File: src/rtl/rr_output_port_allocator.sv
// Output-port switch allocator: matrix round-robin arbitration among input ports,
// wormhole lock from head to tail flit, and downstream credit tracking.
module rr_output_port_allocator #(
  parameter int P_ROUTER_ID  = 0,
  parameter int P_CHANNEL_ID = 0,
  parameter int P_NUM_INPUTS = 5,
  parameter int P_CREDITS    = 4
) (
  input  logic                    CLK,
  input  logic                    RST,
  input  logic [P_NUM_INPUTS-1:0] req,
  input  logic [P_NUM_INPUTS-1:0] head,
  input  logic [P_NUM_INPUTS-1:0] tail,
  input  logic                    credit_in,
  output logic [P_NUM_INPUTS-1:0] grant,
  output logic                    flit_valid,
  output logic                    locked,
  output logic [2:0]              owner,
  output logic [3:0]              credit_count,
  output logic                    credit_err
);

  localparam int N = P_NUM_INPUTS;
  localparam logic [3:0] L_MAX_CREDITS = 4'(P_CREDITS);

  if (P_NUM_INPUTS < 2 || P_NUM_INPUTS > 8 || P_CREDITS < 1 || P_CREDITS > 15 ||
      P_ROUTER_ID < 0 || P_CHANNEL_ID < 0) begin : g_paramCheck
    $error("rr_output_port_allocator: parameter out of range");
  end

  // r_prio[i][j]=1 means input i currently beats input j.
  logic [N-1:0][N-1:0] r_prio;
  logic                r_locked;
  logic [2:0]          r_owner;
  logic [3:0]          r_credits;
  logic                r_err;

  logic [N-1:0]        w_eligible;
  logic [N-1:0]        w_grant;
  logic                w_hasCredit;
  logic                w_grantTail;
  logic [2:0]          w_grantIdx;

  always_comb begin
    w_eligible  = req & head;
    w_hasCredit = (r_credits != 4'd0);
    w_grant     = '0;
    if (!RST && w_hasCredit) begin
      if (r_locked) begin
        for (int i = 0; i < N; i++) begin
          if (r_owner == 3'(i)) w_grant[i] = req[i];
        end
      end else begin
        for (int w = 0; w < N; w++) begin
          w_grant[w] = w_eligible[w];
          for (int j = 0; j < N; j++) begin
            if (j != w && w_eligible[j] && !r_prio[w][j]) w_grant[w] = 1'b0;
          end
        end
      end
    end
  end

  always_comb begin
    w_grantTail = |(w_grant & tail);
    w_grantIdx  = 3'd0;
    for (int i = 0; i < N; i++) begin
      if (w_grant[i]) w_grantIdx = 3'(i);
    end
  end

  // The winner drops to lowest priority: its row clears and its column sets.
  always_ff @(posedge CLK or posedge RST) begin
    if (RST) begin
      for (int i = 0; i < N; i++) begin
        for (int j = 0; j < N; j++) begin
          r_prio[i][j] <= (i < j);
        end
      end
    end else if (!r_locked && flit_valid) begin
      for (int i = 0; i < N; i++) begin
        for (int j = 0; j < N; j++) begin
          if (w_grant[i]) r_prio[i][j] <= 1'b0;
          else if (w_grant[j]) r_prio[i][j] <= 1'b1;
        end
      end
    end
  end

  always_ff @(posedge CLK or posedge RST) begin
    if (RST) begin
      r_locked <= 1'b0;
      r_owner  <= 3'd0;
    end else if (flit_valid) begin
      if (!r_locked) begin
        if (!w_grantTail) begin
          r_locked <= 1'b1;
          r_owner  <= w_grantIdx;
        end
      end else if (w_grantTail) begin
        r_locked <= 1'b0;
        r_owner  <= 3'd0;
      end
    end
  end

  // Returning a credit to a full counter is a downstream protocol error.
  always_ff @(posedge CLK or posedge RST) begin
    if (RST) begin
      r_credits <= L_MAX_CREDITS;
      r_err     <= 1'b0;
    end else begin
      case ({flit_valid, credit_in})
        2'b10: r_credits <= r_credits - 4'd1;
        2'b01: begin
          if (r_credits == L_MAX_CREDITS) r_err <= 1'b1;
          else r_credits <= r_credits + 4'd1;
        end
        default: r_credits <= r_credits;
      endcase
    end
  end

  assign grant        = w_grant;
  assign flit_valid   = |w_grant;
  assign locked       = r_locked;
  assign owner        = r_owner;
  assign credit_count = r_credits;
  assign credit_err   = r_err;

endmodule

File: config.mk
export PLATFORM = sky130hd
export DESIGN_NAME = rr_output_port_allocator
export DESIGN_NICKNAME = d
export VERILOG_FILES = /design/src/rtl/rr_output_port_allocator.sv
export SDC_FILE = /design/constraint.sdc
export NUM_CORES = 1
export LEC_CHECK = 0
export ABC_AREA = 1
export BUFFER_PORTS_ARGS = -buffer_cell sky130_fd_sc_hd__buf_4
export CAP_MARGIN = 40
export CORE_ASPECT_RATIO = 1.5
export CORE_UTILIZATION = 26
export DETAILED_ROUTE_END_ITERATION = 7
export PLACE_DENSITY = 0.41
export SLEW_MARGIN = 20
export SYNTH_ARGS = -nofsm -noshare
export SYNTH_HDL_FRONTEND = slang
export SYNTH_SLANG_ARGS = --single-unit
File: constraint.sdc
create_clock -name CLK -period 4 [get_ports CLK]
set_input_delay 0.2 -clock CLK [delete_from_list [all_inputs] [get_ports CLK]]
set_output_delay 0.2 -clock CLK [all_outputs]
set_load 0.03 [all_outputs]
==> impl_metrics.csv <==
group,metric,value,unit
outcome,status,"finished clean",
yosys,synth_async_sr_flop_share,1.00,
global_routing,grt_antenna_before_repair,0,
sta,hold_slack,0.154,ns
floorplan,boundaryPins,33,
worst_hold_path,min_path_type,"in -> async",
cells_and_area,number_of_antenna_cells_inserted,0,
cells_and_area,layout.area.seq,739,sq um
detailed_routing,route.detailed.vias_per_inst,4.55,
sta,max_freq,369,MHz
sta,finalCriticalPeriod,2.71,ns
sta,postLayoutSetupSlackWorst,1.29,ns
detailed_routing,drt.antenna.violating_nets,0,
floorplan,fp.dieH,105,um
sta,grt_setup_unrepaired,"false",
clock_network,cts_buffers,5,
clock_network,cts_repair_resize_count,0,
yosys,syn-instance-count,234,
detailed_routing,remaining_drc_errors,0,
pwr,leakage,1.21,nW
cells_and_area,number_of_nets_in_the_layout,293,
sta,timing_max_transition_violations_final,0,
yosys,yosys-top-cells-area,"sky130_fd_sc_hd__dfrtp_1, sky130_fd_sc_hd__dfstp_2, sky130_fd_sc_hd__nand2_1",
placed_design,place_worst_setup_slack,1.29,ns
flow_run,max_cap_viol_count,0,
floorplan,die-width,70.5,um
worst_setup_path,critPathRequiredTime,4.18,ns
sta,setup_tns_final,0,ns
yosys,synth.ff_latch_count,29,
clock_network,h_tree_depth,2,
global_routing,remaining_overflow_grt,0,
detailed_routing,drtPass1Iterations,4,
worst_setup_path,critical_path.most_common_cell,"sky130_fd_sc_hd__nand2_1",
yosys,post-synth-top-count-cell,"sky130_fd_sc_hd__nand2_1",
yosys,dominantRegCellSynth,"sky130_fd_sc_hd__dfrtp_1",
clock_network,cts.repair_timing.setup_buffer_count,0,
cells_and_area,multiInputGateArea,906,sq um
cells_and_area,final_layout_size_suffix_gt1_frac,0.286,
yosys,synth_enable_flop_cells,0,
yosys,synth_commonest_cells,"sky130_fd_sc_hd__nand2_1, sky130_fd_sc_hd__inv_1, sky130_fd_sc_hd__nor2_1, sky130_fd_sc_hd__nand3_1, sky130_fd_sc_hd__dfrtp_1",
yosys,synth_largest_area_cell,"sky130_fd_sc_hd__dfrtp_1",
global_routing,grt_max_degree,30,
worst_setup_path,crit_fanout,13,
yosys,yosysSeqAreaShare,0.405,
worst_setup_path,worst-path-stages,16,
worst_setup_path,critPathKind,"reg -> reg",
sta,clock_skew_after_layout,0.00739,ns
cells_and_area,syn_to_final_growth,22.6,%
global_routing,first_pass_grt_wire_length,8710,um
sta,tightest_slew,0.462,ns
global_routing,grt_pass1_vias,1659,
clock_network,cts_buffer_depth,2,
worst_setup_path,reg2regPathDepth,16,
sta,timing.slew.headroom,0.692,
pwr,design_power_total,0.00198,W
pwr,vdd.ir_drop.worst,0.463,mV
worst_setup_path,slowest_stage,"sky130_fd_sc_hd__dfrtp_1",
worst_setup_path,worst-endpoint-arrival,2.88,ns
sta,layout_worst_path_cycle_share,0.677,
yosys,ys_types,29,
worst_setup_path,timing.critical_path.slowest_cell_delay,0.63,ns
detailed_routing,dr_total_vias,1598,
cells_and_area,final_util,0.327,
yosys,share_of_the_synthesized_area_in_the_top_cell_type,0.246,
floorplan,placementRows,37,
worst_setup_path,cpLargestDelayFamily,"simple AND/OR/NAND/NOR gates",
clock_network,cts.root.buffer_cell,"sky130_fd_sc_hd__clkbuf_8",
pwr,powerDensity,885,nW/um^2
sta,hold_vio_cnt_final,0,
clock_network,tritoncts_num_sinks,29,
detailed_routing,wl_per_cell,15.4,um
placed_design,place.detailed.hpwl,4380,um
detailed_routing,totalWireLength,5390,um
yosys,synthesis.nets,255,
sta,setup-violations-final,0,
worst_setup_path,path_cells,"inv_2 > a31oi_1 > nor2_1 > nand2_4 > nand4_4 > nor2_1 > inv_2 > ha_1 > nand2_1 > nor2_1 > a211oi_1 > a31oi_1 > nand3_1 > nand2_1 > nand2_1 > nand2_1",
detailed_routing,detailedRoute.firstIterationViolations,83,
floorplan,fp.coreArea,6850,sq um
yosys,synthesis.area,1830,sq um
clock_network,path_clk_slew,0.06,ns
floorplan,die-area,7380,sq um
clock_network,cts-hold-fix-buffers,0,
global_routing,track_usage,0.159,
clock_network,tritoncts_clock_tree,"built",
placed_design,final_wtd_congestion,0.911,
yosys,ys.warnings.count,0,
yosys,synthesis.area_per_instance,7.81,sq um
clock_network,clock_insertion_delay_worst_skew,0.28,ns
cells_and_area,layout.filler_cells,769,
worst_setup_path,worstSetupStartpointType,"register",
worst_setup_path,timing.critical_path.buf_inv,2,
placed_design,buffer_ports.inserted,32,
floorplan,initial_core_util,0.267,
worst_setup_path,cp-end-kind,"register",
==> report_power, final <==
part	switching [W]	internal [W]	total [W]
logic	0.000738	0.000394	0.00113
clock network	0.000109	0.000140	0.000249
registers	0.000122	0.000480	0.000602
==> layout by cell type (no fill, tap or decap), types with 2 or more instances in the layout <==
| cell type | Yosys | layout |
|---|---|---|
| sky130_fd_sc_hd__ha_1 | 2 | 2 |
| sky130_fd_sc_hd__nand2_4 | 8 | 8 |
| sky130_fd_sc_hd__a31oi_1 | 2 | 2 |
| sky130_fd_sc_hd__nand4_1 | 4 | 4 |
| sky130_fd_sc_hd__o21ai_0 | 12 | 12 |
| sky130_fd_sc_hd__dfstp_2 | 11 | 11 |
| sky130_fd_sc_hd__dfrtp_1 | 18 | 18 |
| sky130_fd_sc_hd__clkbuf_8 | 0 | 6 |
| sky130_fd_sc_hd__a21oi_2 | 2 | 2 |
| sky130_fd_sc_hd__o21a_1 | 2 | 2 |
| sky130_fd_sc_hd__nor2_1 | 32 | 32 |
| sky130_fd_sc_hd__inv_2 | 2 | 2 |
| sky130_fd_sc_hd__nand2_2 | 7 | 7 |
| sky130_fd_sc_hd__nand3_1 | 23 | 23 |
| sky130_fd_sc_hd__buf_4 | 0 | 33 |
| sky130_fd_sc_hd__a21oi_1 | 9 | 9 |
| sky130_fd_sc_hd__clkbuf_1 | 0 | 2 |
| sky130_fd_sc_hd__nand3_2 | 2 | 2 |
| sky130_fd_sc_hd__nand2_1 | 45 | 45 |
| sky130_fd_sc_hd__inv_1 | 39 | 39 |
| sky130_fd_sc_hd__nor2_8 | 2 | 2 |
==> worst paths after layout <==
path	start	slack (ns)	to
worst min-delay path	RST	0.15	owner[0]$_DFFE_PP0P_
worst max register to register	locked$_DFFE_PP0P_	1.29	credit_count[3]$_DFFE_PP0P_
min in group CLK	credit_in	0.25	credit_count[2]$_DFFE_PP1P_
worst max-delay path	locked$_DFFE_PP0P_	1.29	credit_count[3]$_DFFE_PP0P_
max in group asynchronous	RST	3.52	r_prio[2]$_DFFE_PP1P_
worst min register to register	r_prio[8]$_DFFE_PP1P_	0.47	r_prio[8]$_DFFE_PP1P_
==> worst min-delay path, stage by stage <==
cell and delay [ns]:
sky130_fd_sc_hd__buf_4 0.10, sky130_fd_sc_hd__inv_1 0.14, sky130_fd_sc_hd__buf_4 0.40
==> stage by stage <==
stage	std cells	instance area [sq um]
CTS	351	2240
global placement	343	2150
finish	351	2240
global route	351	2240
detailed placement	343	2150
floorplan	234	1830
==> cell type report <==
cell class                      count  area share
Clock buffer                        8      0.0402
Inverter                           42      0.0715
Multi-Input combinational cell    161       0.404
Sequential cell                    29       0.330
Tap cell                           78      0.0436
Timing Repair Buffer               33       0.111
==> sequential cells by signal (all words and copies together), names as in the netlist <==
| register | cells |
|---|---|
| credit_count | 4 |
| owner | 3 |
| credit_err | 1 |
| r_prio | 20 |
| locked | 1 |
==> cells by family after synthesis <==
group | after synthesis | synth area share
XOR/XNOR | 1 | 0.00479
flip-flops | 29 | 0.405
AO/OA/AOI/OAI | 30 | 0.0972
buffers and inverters | 44 | 0.0999
adder cells (fa/ha/maj) | 3 | 0.0246
AND/OR/NAND/NOR | 127 | 0.369
==> per-layer routing <==
metal	global-route usage	up-vias	share of wire
met3	0.0280	14	0.030
met1	0.168	739	0.38
met5	0	-	0
li1	-	811	-
met2	0.293	34	0.56
met4	0.0816	0	0.034
No activity file was read; power rests on OpenSTA's default activity.
